File: src/rtl/switch_frame_packer.sv
// Frames 10-word switch serializer bursts into sync/count/payload/sum packets.
// Ports: sys_clk_100m, rst_i (sync high) | wr_din_i, wr_en_i | m_* stream | frame_cnt_o, drop_cnt_o, short_err_o
module switch_frame_packer #(
  parameter int          WORDS_PER_FRAME = 10,
  parameter int          FIFO_DEPTH      = 32,
  parameter logic [15:0] SYNC_WORD       = 16'hEB90
) (
  input  logic        sys_clk_100m,
  input  logic        rst_i,
  input  logic [15:0] wr_din_i,
  input  logic        wr_en_i,
  output logic [15:0] m_data_o,
  output logic        m_valid_o,
  input  logic        m_ready_i,
  output logic        m_last_o,
  output logic [15:0] frame_cnt_o,
  output logic [15:0] drop_cnt_o,
  output logic        short_err_o
);

  localparam int AW  = $clog2(FIFO_DEPTH);
  localparam int WIW = $clog2(WORDS_PER_FRAME + 1);

  localparam logic [WIW-1:0] WI_LAST =
    WIW'(WORDS_PER_FRAME - 1);
  localparam logic [AW:0] WPF_W =
    (AW+1)'(WORDS_PER_FRAME);
  // A new frame fits when used words leave room for a full frame.
  localparam logic [AW:0] MAX_USED =
    (AW+1)'(FIFO_DEPTH - WORDS_PER_FRAME);

  typedef enum logic [2:0] {
    S_IDLE,
    S_HEAD,
    S_CNT,
    S_PAY,
    S_SUM
  } state_t;

  logic [15:0]    mem [FIFO_DEPTH];
  logic [AW:0]    wr_tent;
  logic [AW:0]    wr_cmt;
  logic [AW:0]    rd_ptr;
  logic [WIW-1:0] wi;
  logic           drop_q;

  logic [AW:0]    used;
  logic [AW:0]    occ;
  logic           wr_first;
  logic           wr_last;
  logic           accept_now;
  logic           take;

  state_t         state;
  state_t         state_nx;
  logic [WIW-1:0] pidx;
  logic [15:0]    sum_q;
  logic           avail_q;
  logic           xfer;
  logic           more;

  // Write side

  // Tentative words count against free space so an open frame
  // can never be overrun by the next one.
  assign used       = wr_tent - rd_ptr;
  assign accept_now = used <= MAX_USED;
  assign wr_first   = wr_en_i && (wi == '0);
  assign wr_last    = wr_en_i && (wi == WI_LAST);
  assign take       = wr_en_i &&
                      (wr_first ? accept_now : !drop_q);

  always_ff @(posedge sys_clk_100m) begin
    if (take) begin
      mem[wr_tent[AW-1:0]] <= wr_din_i;
    end
  end

  always_ff @(posedge sys_clk_100m) begin
    if (rst_i) begin
      wr_tent     <= '0;
      wr_cmt      <= '0;
      wi          <= '0;
      drop_q      <= 1'b0;
      drop_cnt_o  <= '0;
      short_err_o <= 1'b0;
    end else begin
      short_err_o <= 1'b0;
      if (wr_en_i) begin
        if (wr_first) begin
          drop_q <= !accept_now;
          if (!accept_now && drop_cnt_o != 16'hFFFF) begin
            drop_cnt_o <= drop_cnt_o + 16'd1;
          end
        end
        if (take) begin
          wr_tent <= wr_tent + 1'b1;
        end
        if (wr_last) begin
          wi <= '0;
          if (take) begin
            wr_cmt <= wr_tent + 1'b1;
          end
        end else begin
          wi <= wi + WIW'(1);
        end
      end else if (wi != '0) begin
        // Burst ended early: roll back the open frame.
        wi          <= '0;
        wr_tent     <= wr_cmt;
        short_err_o <= !drop_q;
      end
    end
  end

  // Read side

  assign occ  = wr_cmt - rd_ptr;
  assign more = occ >= WPF_W;
  assign xfer = m_valid_o && m_ready_i;

  always_ff @(posedge sys_clk_100m) begin
    if (rst_i) begin
      state <= S_IDLE;
    end else begin
      state <= state_nx;
    end
  end

  // IDLE waits on a registered availability flag, which gives
  // the two-cycle commit-to-header latency.
  always_comb begin
    state_nx = state;
    unique case (state)
      S_IDLE: if (avail_q) state_nx = S_HEAD;
      S_HEAD: if (xfer) state_nx = S_CNT;
      S_CNT:  if (xfer) state_nx = S_PAY;
      S_PAY:  if (xfer && pidx == WI_LAST) state_nx = S_SUM;
      S_SUM:  if (xfer) state_nx = more ? S_HEAD : S_IDLE;
      default: state_nx = S_IDLE;
    endcase
  end

  always_ff @(posedge sys_clk_100m) begin
    if (rst_i) begin
      rd_ptr      <= '0;
      pidx        <= '0;
      sum_q       <= '0;
      avail_q     <= 1'b0;
      frame_cnt_o <= '0;
    end else begin
      avail_q <= more;
      unique case (state)
        S_HEAD: begin
          pidx  <= '0;
          sum_q <= '0;
        end
        S_PAY: begin
          if (xfer) begin
            rd_ptr <= rd_ptr + 1'b1;
            pidx   <= pidx + WIW'(1);
            sum_q  <= sum_q + m_data_o;
          end
        end
        S_SUM: begin
          if (xfer) begin
            frame_cnt_o <= frame_cnt_o + 16'd1;
          end
        end
        default: ;
      endcase
    end
  end

  always_comb begin
    m_valid_o = 1'b0;
    m_last_o  = 1'b0;
    m_data_o  = '0;
    unique case (state)
      S_HEAD: begin
        m_valid_o = 1'b1;
        m_data_o  = SYNC_WORD;
      end
      S_CNT: begin
        m_valid_o = 1'b1;
        m_data_o  = frame_cnt_o;
      end
      S_PAY: begin
        m_valid_o = 1'b1;
        m_data_o  = mem[rd_ptr[AW-1:0]];
      end
      S_SUM: begin
        m_valid_o = 1'b1;
        m_last_o  = 1'b1;
        m_data_o  = sum_q;
      end
      default: ;
    endcase
  end

endmodule

File: config.mk
export PLATFORM = sky130hd
export DESIGN_NAME = switch_frame_packer
export DESIGN_NICKNAME = d
export VERILOG_FILES = /design/src/rtl/switch_frame_packer.sv
export SDC_FILE = /design/constraint.sdc
export NUM_CORES = 1
export LEC_CHECK = 0
export ABC_AREA = 1
export CELL_PAD_IN_SITES_DETAIL_PLACEMENT = 1
export CELL_PAD_IN_SITES_GLOBAL_PLACEMENT = 2
export CORE_UTILIZATION = 40
export CTS_CLUSTER_DIAMETER = 40
export CTS_CLUSTER_SIZE = 10
export DETAILED_ROUTE_END_ITERATION = 16
export PLACE_DENSITY_LB_ADDON = 0.1
export SLEW_MARGIN = 15
export SYNTH_ARGS = -nofsm -noshare
export SYNTH_HDL_FRONTEND = slang
export SYNTH_SLANG_ARGS = --single-unit
File: constraint.sdc
create_clock -name sys_clk_100m -period 4.7 [get_ports sys_clk_100m]
set_input_delay 0.94 -clock sys_clk_100m [delete_from_list [all_inputs] [get_ports sys_clk_100m]]
set_output_delay 0.94 -clock sys_clk_100m [all_outputs]
set_load 0.03 [all_outputs]
**Yosys cells after proc, flatten, opt, wreduce, memory -nomap -nowiden**

Memories as Yosys holds them, arrays and structs flattened. A register that Yosys moved wholly into a read port is not among the register bits.
Cells that the tools add are included.

- $add $sub $neg: 9
- Order comparisons: 2
- Equality and inequality tests: 14
- Mux-type cells: 25
- Bitwise gates (word level): 1
- Reduce and logical (&&, ||, !) cells: 23

Operators by type and width:

| kind | count |
|---|---|
| one-hot mux 16 bit (4 select lines) | 1 |
| adder 16 x 1 -> 16 bit, second input constant | 2 |
| one-hot mux 16 bit (2 select lines) | 1 |
| 2-to-1 mux 6 bit | 3 |
| adder 16 bit | 1 |
| 2-to-1 mux 16 bit | 1 |
| 2-to-1 mux 4 bit | 4 |
| inequality test 16 bit, second input constant | 1 |
| 2-to-1 mux 3 bit | 5 |
| one-hot mux 3 bit (5 select lines) | 1 |
| adder 6 x 1 -> 6 bit, second input constant | 2 |
| inequality test 2 bit, second input constant | 6 |
| subtractor 6 bit | 2 |
| 2-to-1 mux 5 bit | 2 |
| AND reduction 2 bit | 5 |
| adder 4 x 1 -> 4 bit, second input constant | 2 |
| equality test 4 bit, second input constant | 2 |
| one-hot mux 4 bit (2 select lines) | 1 |
| equality test 3 x 2 -> 1 bit, second input constant | 2 |
| greater-or-equal comparator 6 x 4 -> 1 bit, second input constant | 1 |
| less-or-equal comparator 6 x 5 -> 1 bit, second input constant | 1 |
| logical AND 1 bit | 6 |
| 2-to-1 mux 1 bit | 6 |
| AND reduction 3 bit | 2 |
| other kinds (12) | 14 |

- Bits in registers: 80
- Memory bits (writable): 512
- Bits of input ports: 20
- Output and inout port bits: 51
- Logic and storage cells: 87
- Memories: 1

Memory list:

| name | words | bits a word | rd ports | clocked after Yosys merged registers in | write ports | RTL line | source |
|---|---|---|---|---|---|---|---|
| mem | 32 | 16 | 1 | 1 | 1 | 40 | `logic [15:0] mem [FIFO_DEPTH];` |

**Logic depth before layout (Yosys ltp)**

- Depth in word-level cells: 7
- Mapped depth: 22
- Mapped depth without buffers: 19

**Worst setup path after synthesis**

OpenSTA, ideal clock, no wires.

- Path kind: register to register
- From: register (tool-made name)
- To: register sum_q[6]
- Library setup time: 132 ps
- Arrival: 3142 ps
- Data required time: 4568 ps
- Setup slack: 1426 ps
- Cell stages (with the launch flop): 20
- Buffers on the path: 3
- Clock period less this slack: 3274 ps
- Cells stage by stage: dfxtp_1 -> inv_2 -> buf_4 -> buf_4 -> clkbuf_1 -> o21ai_0 -> o221ai_1 -> nand3_1 -> nand3_1 -> nand3_1 -> o211ai_1 -> ha_1 -> fa_1 -> nand3_1 -> nand3_1 -> inv_1 -> o21ai_0 -> or2_2 -> nand3_1 -> a21oi_1

RTL lines:

| element | RTL line | source |
|---|---|---|
| end signal, assigned | 162 | `sum_q <= sum_q + m_data_o;` |
| end, declared | 57 | `logic [15:0] sum_q;` |

==> metrics.md <==
| Metric | Value |
|---|---|
| MaxCap Viol Count | `0` |
| Min Tclk post-route | `4260 ps` |
| Most common library cells after synthesis | `edfxtp_1 (512), nor2_1 (327), o21ai_0 (283), nand2_1 (205), nand3_1 (181)` |
| Dpl hpwl | `48,200 um` |
| Slowest cell delay on critical path | `370 ps` |
| Routed Antenna Nets | `0` |
| N_diodes | `0` |
| Clk sink count | `597` |
| Period utilisation layout | `90.5%` |
| Drt drc | `0` |
| Syn_nets | `2,242` |
| Tot Pwr | `15.5 mW` |
| Floorplan Core Area | `0.0621 mm2` |
| Fmax | `235 MHz` |
| Mux cell area share after synthesis | `0%` |
| Fin worst setup slack | `444 ps` |
| Row count | `91` |
| Post-CTS Hold Buffers | `0` |
| Synth Area per Inst | `11.6 um2` |
| CTS tree | `built` |
| Vias per cell | `5.60` |
| Drt first pass iters | `5` |
| Relative slew slack | `24.3%` |
| Vias | `18,112` |
| Tightest Pin Transition | `1130 ps` |
| Setup_tns | `0 ps` |
| Hold Vio Cnt, Final | `0` |
| Die X | `253 um` |
| Final core utilization | `49.7%` |
| Hold slack | `424 ps` |
| Final WL | `79,000 um` |
| Vias in the first global route | `19,045` |
| Antenna violations before repair | `1` |
| Post-Place Setup Slack | `518 ps` |
| Clock Skew | `23.0 ps` |
| Nets | `2,375` |
| Iter 0 DRT Violations | `1,178` |
| Crit path DAT | `3320 ps` |
| Async S/R FF share, synth | `0%` |
| Resize count post-CTS | `0` |
| Worst-path clk slew | `50 ps` |
| Pwr dens | `501 mW/mm2` |
| VDD IR max | `0.364 mV` |
| Crit path max fanout | `37` |
| Syn. warnings | `0` |
| Number of flops mapped to enable cells by yosys | `512` |
| Static leakage | `10.4 nW` |
| Synth Area in Compound Gates | `12.5%` |
| Synth area leader | `edfxtp_1` |
| #FFs+latches synth | `597` |
| Synth Cell Area | `0.0253 mm2` |
| Port buffer count | `70` |
| Cell family with most CP delay | `buffers and inverters` |
| Most common cell in the netlist | `edfxtp_1` |
| Largest family of logic cells by synthesized area | `simple AND/OR/NAND/NOR gates` |
| Pin count of the biggest net entering global routing | `140` |
| Synth Area in Adders | `2.07%` |
| Distinct cells, synth | `50` |
| Synth-to-layout area growth | `22.0%` |
| Tot GR Track Use | `24.9%` |
| RSZ-0062 raised after global routing | `false` |
| Sequential cell area fraction in the yosys report | `67.5%` |
| Slowest CP cell | `dfxtp_4` |
| Overflow after GRT | `0` |
| Setup-failing EPs final | `0` |
| Clk root buf | `clkbuf_16` |
| Routed wire length per instance | `24.4 um` |
| Prevailing post-synth register cell | `edfxtp_1` |
| Syn Inst Count | `2,182` |
| Total CTS buffers | `102` |
| Status | `finished, final reports clean` |
| IO Count | `71` |
| Starting Density | `40.7%` |
| Share of the synthesized area in the top cell type | `60.8%` |
| Critical path class | `flip-flop to output pin` |
| GPL Wtd Cong | `0.808` |
| Die Y | `253 um` |
| First-pass GRT wire length | `118,000 um` |
| Fraction of layout cells with a size suffix above 1 | `14.5%` |
| Critical path launch point type | `flip-flop` |
| Final slew viol count | `0` |
| Worst skew pair latency | `660 ps` |
| Bufs and invs on worst path | `5` |
| Worst path cell trace | `inv_6 -> buf_12 -> buf_4 -> buf_4 -> o21ai_0 -> o221ai_1 -> nand3_1 -> nand3_1 -> nand3_1 -> nand2_1 -> buf_4` |
| Longest Clk Path Bufs | `3` |
| Synthesized-area fraction occupied by xor and xnor cells | `0.831%` |
| Post-CTS Setup Bufs | `0` |
| Die Area | `0.0642 mm2` |
| Synth Area in Simple Gates | `13.4%` |
| Worst endpoint required time | `3760 ps` |
| Min-Delay Path Class | `flip-flop to flip-flop` |
| Critical path endpoint category | `output pin` |
| Ranking of synthesized cells by area | `edfxtp_1 (61%), dfxtp_1 (6.7%), o21ai_0 (5.6%)` |
| H-Tree Depth | `3` |
-- report_power, final --
part,internal [mW],total [mW],switching [mW]
Sequential,5.91,5.99,0.0795
Combinational,0.582,2.01,1.42
Clock,4.75,7.46,2.70
-- cells in the final DEF (no fill, tap or decap), types with 7 or more instances in the layout --
master / instances
clkinv_2: 14
clkinv_1: 10
nand2_1: 205
o211ai_1: 8
nor3_1: 15
nor2_2: 36
a221oi_1: 7
buf_12: 17
inv_1: 87
o21ai_0: 283
xnor2_1: 7
a21oi_1: 77
clkdlybuf4s50_1: 51
bufinv_16: 13
inv_6: 12
buf_4: 84
clkbuf_1: 15
inv_2: 9
nand2_2: 7
clkbuf_16: 102
edfxtp_1: 512
clkinv_4: 8
ha_1: 37
xor2_1: 17
nand3_1: 181
clkinvlp_4: 10
o221ai_1: 120
nor2_1: 295
dfxtp_1: 82
-- logic make-up after synthesis --
| family | Yosys count |
|---|---|
| buf+inv | 224 |
| fa+ha+maj | 40 |
| compound gates | 519 |
| flops | 597 |
| simple gates | 778 |
| xor+xnor | 24 |
-- metal layers --
metal / track usage (%) / share of wire (%)
met5: 0 / 0
met3: 3.42 / 4.5
met2: 42.3 / 50
met1: 32.7 / 44
met4: 7.84 / 2.1
-- cell type report --
class	instances	area [um2]
clock buffers	118	2620
clock inverters	70	857
inverters	98	374
repair buffers	155	1500
flip-flops and latches	597	17100
fillers	6405	31200
well taps	837	1050
multi-input cells	1361	7360
-- metrics by stage --
step | std cells | cell area [um2]
global route | 3236 | 30800
global placement | 3048 | 27400
finish | 3236 | 30800
floorplan | 2182 | 25300
detailed placement | 3048 | 27400
CTS | 3236 | 30800
-- path summary, 6_finish.rpt --
check	from	to	slack [ps]	cells past startpoint
worst min register to register	drop_q	short_err_o	420	1
worst max register to register	flip-flop	sum_q[14]	640	20
worst max-delay path	flip-flop	m_data_o[9]	440	11
worst min-delay path	drop_q	short_err_o	420	1
-- state kept, by name, summed over array words and instances (netlist names), named ones only --
signal and count:
wi 4, state 3, mem 512, avail_q 1
frame_cnt_o 16, rd_ptr 6, drop_cnt_o 16, sum_q 16
pidx 4, drop_q 1, wr_cmt 6, wr_tent 6
short_err_o 1
Power figures use the tool's default switching activity.
